--- src/rtl/mem_bus_pkg.sv ---
// Shared types and command-word field offsets for the DDR4 mem-bus arbiter.
package mem_bus_pkg;

  localparam int unsigned CMD_W    = 19;
  localparam int unsigned CS_N_BIT = 18;
  localparam int unsigned ACT_BIT  = 17;
  localparam int unsigned BG_LSB   = 12;
  localparam int unsigned BA_BIT   = 11;

  // Idle bus word: only cs_N set, so the DIMM ignores the bus.
  localparam logic [CMD_W-1:0] IDLE_CMD = CMD_W'(1) << CS_N_BIT;

  typedef enum logic [1:0] {
    ST_IDLE    = 2'd0,
    ST_GRANT0  = 2'd1,
    ST_GRANT1  = 2'd2,
    ST_REFRESH = 2'd3
  } arb_state_t;

  // Field view of the command word for users that decode it.
  typedef struct packed {
    logic        cs_n;
    logic        act;
    logic [16:0] addr;
  } mem_cmd_t;

endpackage

--- src/rtl/mem_bus_arbiter_refresh_timer.sv ---
// Free-running refresh period counter plus the refresh hold-off countdown.
module refresh_timer #(
  parameter int unsigned REFRESH_CYCLE   = 5120,
  parameter int unsigned REFRESH_LATENCY = 16,
  parameter int unsigned GUARD_CYCLES    = 64
) (
  input  logic clk_in,
  input  logic rst_N_in,
  input  logic lat_start,
  output logic ref_wrap,
  output logic ref_pending,
  output logic lat_done
);

  localparam int unsigned RC_W  = (REFRESH_CYCLE > 1) ? $clog2(REFRESH_CYCLE) : 1;
  localparam int unsigned LAT_W = (REFRESH_LATENCY > 1) ? $clog2(REFRESH_LATENCY) : 1;

  logic [RC_W-1:0]  ref_cnt_q;
  logic [LAT_W-1:0] lat_cnt_q;

  assign ref_wrap    = (ref_cnt_q == RC_W'(REFRESH_CYCLE - 1));
  assign ref_pending = (ref_cnt_q >= RC_W'(REFRESH_CYCLE - GUARD_CYCLES));
  assign lat_done    = (lat_cnt_q == '0);

  // Refresh period counter, runs regardless of arbiter state.
  always_ff @(posedge clk_in or negedge rst_N_in) begin
    if (!rst_N_in) begin
      ref_cnt_q <= '0;
    end else if (ref_wrap) begin
      ref_cnt_q <= '0;
    end else begin
      ref_cnt_q <= ref_cnt_q + RC_W'(1);
    end
  end

  // Loaded on REFRESH entry so the state lasts exactly REFRESH_LATENCY cycles.
  always_ff @(posedge clk_in or negedge rst_N_in) begin
    if (!rst_N_in) begin
      lat_cnt_q <= '0;
    end else if (lat_start) begin
      lat_cnt_q <= LAT_W'(REFRESH_LATENCY - 1);
    end else if (lat_cnt_q != '0) begin
      lat_cnt_q <= lat_cnt_q - LAT_W'(1);
    end
  end

endmodule

--- src/rtl/mem_bus_arbiter.sv ---
// Round-robin burst arbiter for the shared DDR4 command/address bus with
// refresh-window protection.
module mem_bus_arbiter
  import mem_bus_pkg::*;
#(
  parameter int unsigned PADDR_BITS      = 19,
  parameter int unsigned REFRESH_CYCLE   = 5120,
  parameter int unsigned REFRESH_LATENCY = 16,
  parameter int unsigned GUARD_CYCLES    = 64,
  parameter int unsigned MAX_BURST       = 64
) (
  input  logic                  clk_in,
  input  logic                  rst_N_in,
  input  logic                  req0_valid_in,
  input  logic [PADDR_BITS-1:0] req0_addr_in,
  input  logic                  req0_last_in,
  output logic                  req0_ready_out,
  input  logic                  req1_valid_in,
  input  logic [PADDR_BITS-1:0] req1_addr_in,
  input  logic                  req1_last_in,
  output logic                  req1_ready_out,
  input  logic                  mem_bus_ready_in,
  output logic                  mem_bus_valid_out,
  output logic [PADDR_BITS-1:0] mem_bus_addr_out,
  output logic [1:0]            grant_out,
  output logic                  refresh_active_out,
  output logic                  refresh_late_out,
  output logic                  burst_error_out
);

  localparam int unsigned BEAT_W = $clog2(MAX_BURST + 1);
  // cs_N is the MSB of the command word; everything else low.
  localparam logic [PADDR_BITS-1:0] IDLE_WORD = PADDR_BITS'(1) << (PADDR_BITS - 1);

  arb_state_t        state_q, state_d;
  logic              rr_ptr_q;
  logic [BEAT_W-1:0] beat_cnt_q;
  logic              refresh_due_q;
  logic              ref_wrap, ref_pending, lat_done, lat_start;
  logic              in_grant, cur_valid, cur_last, burst_hs, burst_end;

  refresh_timer #(
    .REFRESH_CYCLE   (REFRESH_CYCLE),
    .REFRESH_LATENCY (REFRESH_LATENCY),
    .GUARD_CYCLES    (GUARD_CYCLES)
  ) u_refresh_timer (
    .clk_in      (clk_in),
    .rst_N_in    (rst_N_in),
    .lat_start   (lat_start),
    .ref_wrap    (ref_wrap),
    .ref_pending (ref_pending),
    .lat_done    (lat_done)
  );

  // Current owner's valid/last, zero when nobody owns the bus.
  always_comb begin
    cur_valid = 1'b0;
    cur_last  = 1'b0;
    case (state_q)
      ST_GRANT0: begin
        cur_valid = req0_valid_in;
        cur_last  = req0_last_in;
      end
      ST_GRANT1: begin
        cur_valid = req1_valid_in;
        cur_last  = req1_last_in;
      end
      default: ;
    endcase
  end

  assign in_grant  = (state_q == ST_GRANT0) || (state_q == ST_GRANT1);
  assign burst_hs  = cur_valid && mem_bus_ready_in;
  assign burst_end = burst_hs && cur_last;

  // State register.
  always_ff @(posedge clk_in or negedge rst_N_in) begin
    if (!rst_N_in) begin
      state_q <= ST_IDLE;
    end else begin
      state_q <= state_d;
    end
  end

  // Next-state: refresh beats arbitration; bursts are never cut short.
  always_comb begin
    state_d   = state_q;
    lat_start = 1'b0;
    case (state_q)
      ST_IDLE: begin
        if (ref_wrap) begin
          state_d = ST_REFRESH;
        end else if (!ref_pending) begin
          if (req0_valid_in && req1_valid_in) begin
            state_d = rr_ptr_q ? ST_GRANT1 : ST_GRANT0;
          end else if (req0_valid_in) begin
            state_d = ST_GRANT0;
          end else if (req1_valid_in) begin
            state_d = ST_GRANT1;
          end
        end
      end
      ST_GRANT0, ST_GRANT1: begin
        if (burst_end) begin
          state_d = (refresh_due_q || ref_wrap) ? ST_REFRESH : ST_IDLE;
        end
      end
      ST_REFRESH: begin
        if (lat_done) begin
          state_d = ST_IDLE;
        end
      end
      default: state_d = ST_IDLE;
    endcase
    lat_start = (state_d == ST_REFRESH) && (state_q != ST_REFRESH);
  end

  // Burst accounting, round-robin pointer and sticky status flags.
  always_ff @(posedge clk_in or negedge rst_N_in) begin
    if (!rst_N_in) begin
      rr_ptr_q         <= 1'b0;
      beat_cnt_q       <= '0;
      refresh_due_q    <= 1'b0;
      refresh_late_out <= 1'b0;
      burst_error_out  <= 1'b0;
    end else begin
      if (burst_hs) begin
        if (beat_cnt_q >= BEAT_W'(MAX_BURST)) begin
          burst_error_out <= 1'b1;
        end
        if (cur_last) begin
          beat_cnt_q <= '0;
          rr_ptr_q   <= (state_q == ST_GRANT0);
        end else if (beat_cnt_q != BEAT_W'(MAX_BURST)) begin
          beat_cnt_q <= beat_cnt_q + BEAT_W'(1);
        end
      end
      if (in_grant && ref_wrap) begin
        refresh_due_q    <= 1'b1;
        refresh_late_out <= 1'b1;
      end else if ((state_q == ST_REFRESH) && lat_done) begin
        refresh_due_q <= 1'b0;
      end
    end
  end

  // Output decode: bus mux and readies follow the owner combinationally.
  always_comb begin
    mem_bus_addr_out   = IDLE_WORD;
    mem_bus_valid_out  = 1'b0;
    req0_ready_out     = 1'b0;
    req1_ready_out     = 1'b0;
    grant_out          = 2'b00;
    refresh_active_out = 1'b0;
    case (state_q)
      ST_GRANT0: begin
        mem_bus_addr_out  = req0_addr_in;
        mem_bus_valid_out = req0_valid_in;
        req0_ready_out    = mem_bus_ready_in;
        grant_out         = 2'b01;
      end
      ST_GRANT1: begin
        mem_bus_addr_out  = req1_addr_in;
        mem_bus_valid_out = req1_valid_in;
        req1_ready_out    = mem_bus_ready_in;
        grant_out         = 2'b10;
      end
      ST_REFRESH: refresh_active_out = 1'b1;
      default: ;
    endcase
  end

endmodule
--- config.mk ---
export PLATFORM = sky130hd
export DESIGN_NAME = mem_bus_arbiter
export DESIGN_NICKNAME = d
export VERILOG_FILES = /design/src/rtl/mem_bus_pkg.sv /design/src/rtl/mem_bus_arbiter_refresh_timer.sv /design/src/rtl/mem_bus_arbiter.sv
export SDC_FILE = /design/constraint.sdc
export NUM_CORES = 1
export LEC_CHECK = 0
export ABC_AREA = 1
export BUFFER_PORTS_ARGS = -buffer_cell sky130_fd_sc_hd__buf_2
export CAP_MARGIN = 10
export CORE_MARGIN = 2
export CORE_UTILIZATION = 35
export DETAILED_ROUTE_END_ITERATION = 6
export PLACE_DENSITY = 0.64
export SYNTH_ARGS = -nofsm -noshare
export SYNTH_HDL_FRONTEND = slang
export SYNTH_SLANG_ARGS = --single-unit
--- constraint.sdc ---
create_clock -name clk_in -period 2.07 [get_ports clk_in]
set_input_delay 0.414 -clock clk_in [delete_from_list [all_inputs] [get_ports clk_in]]
set_output_delay 0.414 -clock clk_in [all_outputs]
set_load 0.02 [all_outputs]
Word level (Yosys, flattened, before mapping):

Index checks and enable logic that the tools add are counted.

* output and inout port bits: 27
* input bits: 45
* flip-flop bits (word level): 30
* logic and storage cells: 62

* multiplexer cells: 24
* order comparisons: 2
* reduce and logical (&&, ||, !) cells: 18
* eq/ne operators: 7
* $add $sub $neg: 3

Operators by type and width (count)
* 19-bit one-hot mux with 2 select lines: 1
* 2-bit two-way mux: 9
* 7-bit two-way mux: 2
* 13-bit by 1-bit adder with 13-bit output (second input constant): 1
* 13-bit == test (second input constant): 1
* 13-bit >= comparator (second input constant): 1
* 13-bit two-way mux: 1
* 4-bit two-way mux: 2
* 7-bit by 1-bit adder with 7-bit output (second input constant): 1
* 7-bit >= comparator (second input constant): 1
* 7-bit != test (second input constant): 1
* 2-bit == test (second input constant): 3
* 1-bit logical AND: 6
* 2-bit one-hot mux with 3 select lines: 1
* 2-bit AND reduction: 3
* 2-bit nonzero test: 3
* 1-bit two-way mux: 5
* 4-bit logical NOT: 1
* 1-bit one-hot mux with 2 select lines: 2
* 2-bit one-hot mux with 2 select lines: 1
* 4-bit nonzero test: 1
* 4-bit by 1-bit subtractor with 4-bit output (second input constant): 1
* 2-bit by 1-bit == test with 1-bit output (second input constant): 1
* 2-bit logical NOT: 1
* other kinds (3): 4

Longest topological paths before layout:

Gate-level depths: netlist (run 1).

* depth in word-level cells: 9
* mapped depth: 12
* depth with buffers taken out: 12

By module:

From an unflattened synthesis (run 1), not the netlist that was laid out.

* cell total of the unflattened synthesis: 289
* area total of the unflattened synthesis: 2024.4 um2

Modules (own cells, without submodules)
* mem_bus_arbiter: cells an instance 179, times used 1, area an instance 1138.6 um2, sequential area each 325.3 um2
* refresh_timer: cells an instance 110, times used 1, area an instance 885.8 um2, sequential area each 425.4 um2

Worst setup path after synthesis (run 1):

No wires, ideal clock.

* path type: flip-flop to output port
* start: reg state_q[0]
* end: out mem_bus_addr_out[10]
* slack: 177 ps
* cell stages (with the launch flop): 6
* data required time: 1656 ps
* arrival time: 1479 ps
* path buffers: 1
* cell sequence: dfrtp_1 -> inv_1 -> ha_1 -> inv_1 -> clkbuf_1 -> a21oi_1

* word-level cells in the longest chain between the ends: 2
* elaborated cells between the ends (all ways): 3
* those cells by class: eq/ne: 2; mux: 1

Ends and longest elaborated chain
* from (decl): RTL line mem_bus_arbiter.sv:35 `arb_state_t state_q, state_d;`
* from (signal assigned): RTL line mem_bus_arbiter.sv:81 `state_q <= state_d;`
* 2-bit == test or 2-bit by 1-bit == test with 1-bit output (tied branches): RTL line mem_bus_arbiter.sv:155 `case (state_q)`
* 19-bit one-hot mux with 2 select lines (*): RTL line mem_bus_arbiter.sv:155
* to (decl): RTL line mem_bus_arbiter.sv:24 `output logic [PADDR_BITS-1:0] mem_bus_addr_out,`

Every way passes the cells marked *; elsewhere a longest branch is shown, timed or not.

Final worst setup path (run 1):

* start: reg state_q[0]
* end: out mem_bus_addr_out[18]

Same word-level chain as after synthesis.

==> results.toml, run 1 <==
[die]
die_x_um = 79.3
start_util_pct = 36.0
ios = 72
dieArea_mm2 = 0.00629
core_region_area_mm2 = 0.00551
placementRows = 27
die_h_um = 79.3

[timing]
timing.hold.ws_ns = 0.163
post-route-period-util_pct = 95.6
skew_ns = 0.00568
slew_violations = 0
rsz0062_at_grt = "false"
finalCriticalPeriod_ns = 1.98
max_freq_mhz = 505
max_slew_margin_pct = 55.8
worst_pin_slew_ns = 0.663
setup_tns_ns = 0
setup_viol = 0
hold_viol_final = 0

[global_route]
antenna_found_initial = 0
grt_max_degree = 31
grt_pass1_wl_um = 7860
grt_overflow = 0
grt_pass1_vias = 1880
grt_util_all_layers_pct = 15.5

[worst_setup_path]
criticalPathCategory = "reg -> out"
cp.arrival_ns = 1.57
critPathCaptureType = "output pin"
r2r_end = "u_refresh_timer.lat_cnt_q[1]"
r2r_cells = 10
required_ns = 1.66
start_kind = "flop"
crit_fanout = 12
r2r-start = "state_q[0]"
reg2reg_slack_ns = 0.29

[logic_synthesis]
yosysSeqAreaShare_pct = 37.8
yosysTopAreaCellShare_pct = 37.8
synth_top_family_by_area = "simple AND/OR/NAND/NOR gates"
yosys.cell_types.count = 31
synth-seq-cells = 30
synth_simple_gate_area_share_pct = 28.4
synthMuxAreaShare_pct = 0
syn_inst = 268
syn_avg_cell_area_um2 = 7.40
synthTopCellsByArea = "dfrtp_1, nand2_1, a21oi_1"
synth_xor_area_share_pct = 3.53
synth_compound_area_share_pct = 14.5
yosysWarnings = 0
yosys.area_share.adder_pct = 6.94
syn_area_mm2 = 0.00198
yosys.area.top_type = "dfrtp_1"
syn_nets = 324

[place]
gp_congestion = 0.830
portBuffers = 71
dpl.hpwl_um = 3580
placed_cells = 413

[clock_network]
cts_sinks = 30
postCtsHoldBufs = 0
cts_tree = "yes"
cts_htree_levels = 2
cts_root_buf = "clkbuf_8"
clkTransAtPathRegs_ns = 0.06
cts_buffers = 5
clock_latency_ns = 0.28
clockBufferDepth = 2

[finish]
final_cell_mix = "nand2_1, buf_2, a21oi_1"
layout.cells.non_filler = 422
diodes = 0
drive_above_1_share_pct = 31.7
final_common_cell = "nand2_1"
area_growth_pct = 32.2
nets = 406

[route]
wl_per_cell_um = 10.9
routed_wl_um = 4610
vias = 1966
drcViolationCount = 0
via_per_inst = 4.66
drt-pass1-iter-count = 4
antenna_left = 0
drt_iter0_markers = 74

[job]
cap_violations = 0

[run_status]
status = "completed"

[hold_path]
hold_class = "in -> async"

[power_and_ir_drop]
p_per_area_mw_per_mm2 = 1280
ir_drop_mv = 0.675
p_leak_nw = 1.40
## sequential cells by signal, indices dropped and copies added, names as in the netlist
signal / flops
rr_ptr_q: 1
u_refresh_timer.ref_cnt_q: 13
burst_error_out: 1
refresh_due_q: 1
refresh_late_out: 1
beat_cnt_q: 7
state_q: 2
u_refresh_timer.lat_cnt_q: 4
## critical path, cell delays in order, from the launching register on
cell and delay (ns):
dfrtp_2 0.43, inv_4 0.07, ha_4 0.18, buf_6 0.14
a221o_1 0.30, buf_2 0.16
## Yosys cell counts
cell type and number:
nand2_1 80, inv_1 34, a21oi_1 33, dfrtp_1 30, nor2_1 14, ha_1 11, o21ai_0 7, xor2_1 7
nand3_1 6, clkbuf_1 5, o21bai_1 5, inv_2 4, nand4_1 4, nor3_1 4, nand3_2 3, a31oi_1 2
nand2_2 2, nand2_4 2, nor2_2 2, o21ai_1 2, a221o_1 1, and2_1 1, buf_1 1, clkinv_4 1
nand3_4 1, nand3b_1 1, nor2_8 1, nor3b_1 1, o221a_2 1, o22ai_1 1, xnor2_1 1
## power breakdown
| part | internal (mW) | switching, mW |
|---|---|---|
| clock | 0.231 | 0.210 |
| sequential | 0.728 | 0.120 |
| combinational | 0.817 | 1.24 |
## layout make-up
type / instances / area, µm²
sequential: 30 / 753
tap: 72 / 90.1
fill: 565 / 2880
clock buffer: 7 / 76.3
inverter: 39 / 156
timing repair buffer: 81 / 450
multi-input combinational: 193 / 1100
## through the flow
| stage | area [µm²] | setup WS (ns) | util, % | total power, mW |
|---|---|---|---|---|
| after CTS | 2570 | 0.00275 | 46.6 | 3.25 |
| after global placement | 2470 | 0.161 | 44.8 | 2.72 |
| after global routing | 2620 | 0.00148 | 47.6 | 3.66 |
| after detailed placement | 2470 | 0.128 | 44.8 | 2.74 |
| after floorplan | 1980 | 0.177 | - | 2.13 |
| final | 2620 | 0.0909 | 47.6 | 3.35 |
## worst max-delay path by stage
stage,startpoint,to,slack (ns),cells past startpoint
2_1_floorplan,state_q[0],mem_bus_addr_out[10],0.18,5
3_3_place_gp,state_q[0],mem_bus_addr_out[13],0.16,6
3_5_place_dp,state_q[0],mem_bus_addr_out[14],0.13,6
4_1_cts,state_q[1],mem_bus_addr_out[0],0.003,6
5_1_grt,state_q[0],mem_bus_addr_out[14],0.001,6
6_report,state_q[0],mem_bus_addr_out[18],0.09,5
## repair_timing
item / in CTS / in global routing
setup endpoints to repair: 20 / 20
gates resized for setup: 5 / 14
cloned: 0 / 0
setup buffers: 2 / 0
## cells by family (layout without fill, tap and decap cells)
| family | Yosys count | after routing |
|---|---|---|
| buffers and inverters | 45 | 127 |
| DFF | 30 | 30 |
| and+or+nand+nor | 122 | 122 |
| AOI/OAI and AO/OA | 52 | 52 |
| xor gates and xnor gates | 8 | 8 |
| adders and majority gates | 11 | 11 |
## per-layer routing
layer / share of wire (%) / global-route usage, %
met5: 0 / 0
met4: 1.9 / 6.72
met1: 45 / 19.1
met3: 4.8 / 3.98
met2: 49 / 25.7
(Power assumes the default switching activity.)
==> run 2, diff against run 1 <==
--- a/config.mk
+++ b/config.mk
@@ -12,6 +12,7 @@
 export CORE_UTILIZATION = 35
 export DETAILED_ROUTE_END_ITERATION = 6
 export PLACE_DENSITY = 0.64
+export RECOVER_POWER = 50
 export SYNTH_ARGS = -nofsm -noshare
 export SYNTH_HDL_FRONTEND = slang
 export SYNTH_SLANG_ARGS = --single-unit
==> run 2 against run 1 <==
Effect of this change: the flow now finishes with violations (max-capacitance violations, max-slew violations); routed wire length increased by 0.30%; worst setup slack about the same; clock-buffer cell count unchanged; final cell count unchanged; critical endpoint unchanged; global-route usage unchanged; non-clock buffer count unchanged; critical path depth unchanged; cell area decreased by 1.2%; clock power about the same; hold slack improved by 0.29 ns; die area unchanged; flip-flop and latch count unchanged.
==> results.toml, run 2 (same netlist as run 1, synthesis figures left out) <==
[power_and_ir_drop]
ir_drop_mv = 0.675
clockPowerShare_pct = 13.2
switchingPower_mw = 1.57
p_leak_nw = 1.36
p_per_area_mw_per_mm2 = 1290
power_mw = 3.34
pwr-share-seq_pct = 25.4
power_frac_comb_pct = 61.5
p_sw_share_pct = 47.0
intPower_mw = 1.77

[die]
core_region_area_mm2 = 0.00551
placementRows = 27
ios = 72
die_x_um = 79.3
die_h_um = 79.3
start_util_pct = 36.0
dieArea_mm2 = 0.00629

[route]
wl_per_cell_um = 11.0
drcViolationCount = 0
drt-pass1-iter-count = 4
via_per_inst = 4.65
antenna_left = 0
routed_wl_um = 4620
vias = 1964
drt_iter0_markers = 72

[finish]
final_cell_mix = "nand2_1, buf_2, a21oi_1"
drive_above_1_share_pct = 30.3
area_growth_pct = 30.6
final_common_cell = "nand2_1"
multiInputGateArea_mm2 = 0.00107
largest_reg_flops = 13
register_area_um2 = 753
top_regs = "u_refresh_timer.ref_cnt_q: 13 flops, beat_cnt_q: 7 flops, u_refresh_timer.lat_cnt_q: 4 flops"
n_fill_cell = 569
nets = 406
largest_register = "u_refresh_timer.ref_cnt_q"
diodes = 0

[global_route]
antenna_found_initial = 0
grt_pass1_vias = 1880
grt_util_all_layers_pct = 15.5
grt_pass1_wl_um = 7860
grt_overflow = 0
grt_max_degree = 31

[worst_setup_path]
start_kind = "flop"
crit_fanout = 12
cp.arrival_ns = 1.56
required_ns = 1.66
critPathCaptureType = "output pin"
criticalPathCategory = "reg -> out"

[timing]
max_freq_mhz = 505
hold_viol_final = 0
worst_pin_slew_ns = 1.58
post-route-period-util_pct = 95.6
max_slew_margin_pct = -5.64
setup_viol = 0
skew_ns = 0.00544
slew_violations = 31
finalCriticalPeriod_ns = 1.98
rsz0062_at_grt = "false"
setup_tns_ns = 0

[place]
dpl.hpwl_um = 3580
portBuffers = 71
gp_congestion = 0.830

[hold_path]
hold_class = "in -> reg"

[clock_network]
postCtsHoldBufs = 0
clkTransAtPathRegs_ns = 0.06
cts_tree = "yes"
cts_root_buf = "clkbuf_8"
cts_buffers = 5
cts_htree_levels = 2
cts_sinks = 30
clockBufferDepth = 2
clock_latency_ns = 0.28

[run_status]
status = "finished with violations"
violations = "max-capacitance violations, max-slew violations"

[job]
cap_violations = 1
-- run 2: stage by stage --
step / setup WS (ns) / cell area, µm² / hold WS [ns] / util, % / std cells
floorplan: 0.177 / 1980 / 0.118 / - / 268
global placement: 0.161 / 2470 / 0.455 / 44.8 / 413
detailed placement: 0.128 / 2470 / 0.460 / 44.8 / 413
CTS: 0.00275 / 2570 / 0.185 / 46.6 / 422
global route: 0.00148 / 2590 / 0.466 / 47.1 / 422
finish: 0.0913 / 2590 / 0.454 / 47.1 / 422
-- run 2: cell type report --
class	count	area share (%)
inverter	39	6.04
multi-input combinational	193	41.2
clock buffer	7	2.95
timing repair buffer	81	17.2
sequential	30	29.1
tap	72	3.48
-- run 2: repair_timing --
action                                  4_1_cts  5_1_grt
resized for setup                             5       14
buffers inserted                              2        0
endpoints found under the setup margin       20       20
hold endpoints to repair                      0        0
-- run 2: path summary, 6_finish.rpt --
| path | slack, ns | to | cells after the start | start |
|---|---|---|---|---|
| hold / removal | 0.45 | burst_error_out | 3 | mem_bus_ready_in |
| max in group asynchronous | 0.51 | state_q[1] | 1 | rst_N_in |
| setup reg to reg | 0.24 | u_refresh_timer.lat_cnt_q[1] | 9 | u_refresh_timer.ref_cnt_q[0] |
| min in group asynchronous | 0.52 | beat_cnt_q[0] | 1 | rst_N_in |
| hold reg to reg | 0.47 | refresh_late_out | 2 | refresh_late_out |
| setup / recovery | 0.09 | mem_bus_addr_out[18] | 5 | state_q[0] |
-- run 2: critical path: stages, from the launching register on --
cell and delay, ns:
dfrtp_2 0.43, inv_4 0.07, ha_4 0.18, buf_6 0.14, a221o_1 0.30, buf_2 0.16
-- run 2: power by group through the flow --
stage / Combinational (mW) / Clock, mW / Sequential (mW)
floorplan: 1.29 / 0 / 0.834
global placement: 1.88 / 0 / 0.841
detailed placement: 1.90 / 0 / 0.844
CTS: 1.96 / 0.453 / 0.829
global route: 2.31 / 0.480 / 0.868
finish: 2.05 / 0.440 / 0.848
-- run 2: layer usage --
metal | vias to the layer above | wire length [µm] | global-route usage (%)
li1 | 1017 | - | -
met1 | 896 | 2080 | 19.1
met2 | 45 | 2240 | 25.7
met3 | 6 | 218 | 3.98
met4 | 0 | 88 | 6.72
met5 | - | 0 | 0
==> run 3, diff against run 2 <==
--- a/config.mk
+++ b/config.mk
@@ -11,7 +11,7 @@
 export CORE_MARGIN = 2
 export CORE_UTILIZATION = 35
 export DETAILED_ROUTE_END_ITERATION = 6
-export PLACE_DENSITY = 0.64
+export PLACE_DENSITY = 0.65
 export RECOVER_POWER = 50
 export SYNTH_ARGS = -nofsm -noshare
 export SYNTH_HDL_FRONTEND = slang
==> run 3 against run 2 <==
Effect of this change: the flow still finishes with violations (max-capacitance violations, max-slew violations); register-to-register slack better by 0.10 ns; clock-buffer cell count stayed put; die area stayed put; critical endpoint unchanged; hold slack better by 0.0025 ns; routed wire length is 1.2% higher; cell area is 2.6% higher; largest power group unchanged; highest routed layer unchanged; maximum frequency is 1.8% lower.
==> results.toml, run 3 (same netlist as run 1, synthesis figures left out) <==
[power_and_ir_drop]
p_leak_nw = 1.41
intPower_mw = 1.87
power_frac_comb_pct = 62.3
ir_drop_mv = 0.694
p_per_area_mw_per_mm2 = 1320
clockPowerShare_pct = 14.0
power_mw = 3.51
pwr-share-seq_pct = 23.7
switchingPower_mw = 1.64
p_sw_share_pct = 46.7

[clock_network]
cts_htree_levels = 2
clockBufferDepth = 2
cts_buffers = 5
cts_sinks = 30
clkTransAtPathRegs_ns = 0.06
clock_latency_ns = 0.29
cts_root_buf = "clkbuf_8"
cts_tree = "yes"

[route]
dr_wl_met2_um = 2300
drt_iter0_markers = 48
top_layer_used = "met4"
antenna_left = 0
wl_met3_um = 202
wl_per_cell_um = 11.0
drt-pass1-iter-count = 4
routed_wl_um = 4680
vias = 1971
m1WireLength_um = 2120
drcViolationCount = 0
via_per_inst = 4.65

[finish]
area_growth_pct = 34.0
drive_above_1_share_pct = 32.1
top_regs = "u_refresh_timer.ref_cnt_q: 13 flops, beat_cnt_q: 7 flops, u_refresh_timer.lat_cnt_q: 4 flops"
nets = 407
largest_reg_flops = 13
final_common_cell = "nand2_1"
final_cell_mix = "nand2_1, buf_2, inv_1"
finalInstanceArea_mm2 = 0.00266
largest_register = "u_refresh_timer.ref_cnt_q"
diodes = 0
n_fill_cell = 565

[timing]
max_slew_margin_pct = -5.92
hold_viol_final = 0
slew_violations = 31
post-route-period-util_pct = 97.3
max_freq_mhz = 496
skew_ns = 0.00780
finalCriticalPeriod_ns = 2.02
timing.hold.ws_ns = 0.457
setup_viol = 0
worst_pin_slew_ns = 1.59

[worst_setup_path]
r2r-start = "state_q[1]"
cp_top_family = "buffers and inverters"
critPathLaunch = "state_q[0]"
cpMaxStageDelayCell = "dfrtp_1"
path_cells = "buf_6 -> ha_4 -> buf_8 -> a221o_1 -> buf_6"
required_ns = 1.66
crit_fanout = 13
path_common_cell = "buf_6"
crit_path_max_incr_delay_ns = 0.41
criticalPathCategory = "reg -> out"
r2r_cells = 10
r2r_end = "u_refresh_timer.lat_cnt_q[0]"
endpoint = "mem_bus_addr_out[18]"
cp_num_cells = 5
critPathCaptureType = "output pin"
cp_num_buf_inv = 3
reg2reg_slack_ns = 0.34
cp.arrival_ns = 1.60
start_kind = "flop"

[die]
die_h_um = 79.3
placementRows = 27
dieArea_mm2 = 0.00629
ios = 72
die_x_um = 79.3
core_region_area_mm2 = 0.00551
start_util_pct = 36.0

[global_route]
grt_overflow = 0
grt_util_all_layers_pct = 14.9
grt_pass1_vias = 1779
grt_max_degree = 31
grt_pass1_wl_um = 7650
antenna_found_initial = 0

[run_status]
violations = "max-capacitance violations, max-slew violations"
status = "finished with violations"

[place]
portBuffers = 71
place_area_mm2 = 0.00247
dpl.hpwl_um = 3580
gp_congestion = 0.774

[job]
cap_violations = 1

[hold_path]
hold_class = "in -> reg"
## run 3: power by group through the flow
stage               Clock [mW]  Combinational, mW  Sequential, mW
finish                   0.490               2.18           0.832
global route             0.532               2.42           0.849
CTS                      0.506               1.96           0.822
detailed placement           0               1.90           0.836
global placement             0               1.88           0.829
floorplan                    0               1.29           0.834
## run 3: worst min path at each step
stage / start / endpoint / slack, ns / cells after the start
floorplan: rst_N_in / beat_cnt_q[0] / 0.12 / 0
global placement: refresh_late_out / refresh_late_out / 0.45 / 2
CTS: rst_N_in / u_refresh_timer.ref_cnt_q[4] / 0.19 / 1
finish: mem_bus_ready_in / burst_error_out / 0.46 / 3
global route: mem_bus_ready_in / burst_error_out / 0.47 / 3
detailed placement: refresh_late_out / refresh_late_out / 0.45 / 2
## run 3: stage by stage
step | setup TNS, ns | utilization (%) | setup WS (ns) | instances
2_1_floorplan | 0 | - | 0.177 | 268
3_3_place_gp | 0 | 44.8 | 0.191 | 413
3_5_place_dp | 0 | 44.8 | 0.117 | 413
6_report | 0 | 48.3 | 0.0549 | 424
4_1_cts | -0.00708 | 46.8 | -0.00708 | 422
5_1_grt | -0.0241 | 48.3 | -0.0132 | 424
## run 3: worst reg2reg max path, stage by stage, from the launching register on
cell and delay (ns):
dfrtp_2 0.40, inv_2 0.09, ha_4 0.29, buf_4 0.13, nand3_2 0.10, nor2_1 0.17, nand3_2 0.09, nand3_1 0.07
nand2_1 0.06, nand2_2 0.12, o21bai_1 0.09
## run 3: metal layers
metal	global-route usage (%)	up-vias
li1	-	1024
met1	18.3	899
met2	25.9	42
met3	3.41	6
met4	4.48	0
met5	0	-
## run 3: cell type report
cell class | instances | area [µm²] | share of cell area, %
tap | 72 | 90.1 | 3.39
timing repair buffer | 82 | 472 | 17.7
clock inverter | 1 | 5.00 | 0.188
clock buffer | 7 | 86.3 | 3.25
inverter | 39 | 154 | 5.79
sequential | 30 | 752 | 28.3
multi-input combinational | 193 | 1100 | 41.4
## run 3: timing repair
item,CTS,global route
hold buffers,0,0
gates resized for setup,6,20
setup endpoints to repair,19,19
buffers inserted,1,2
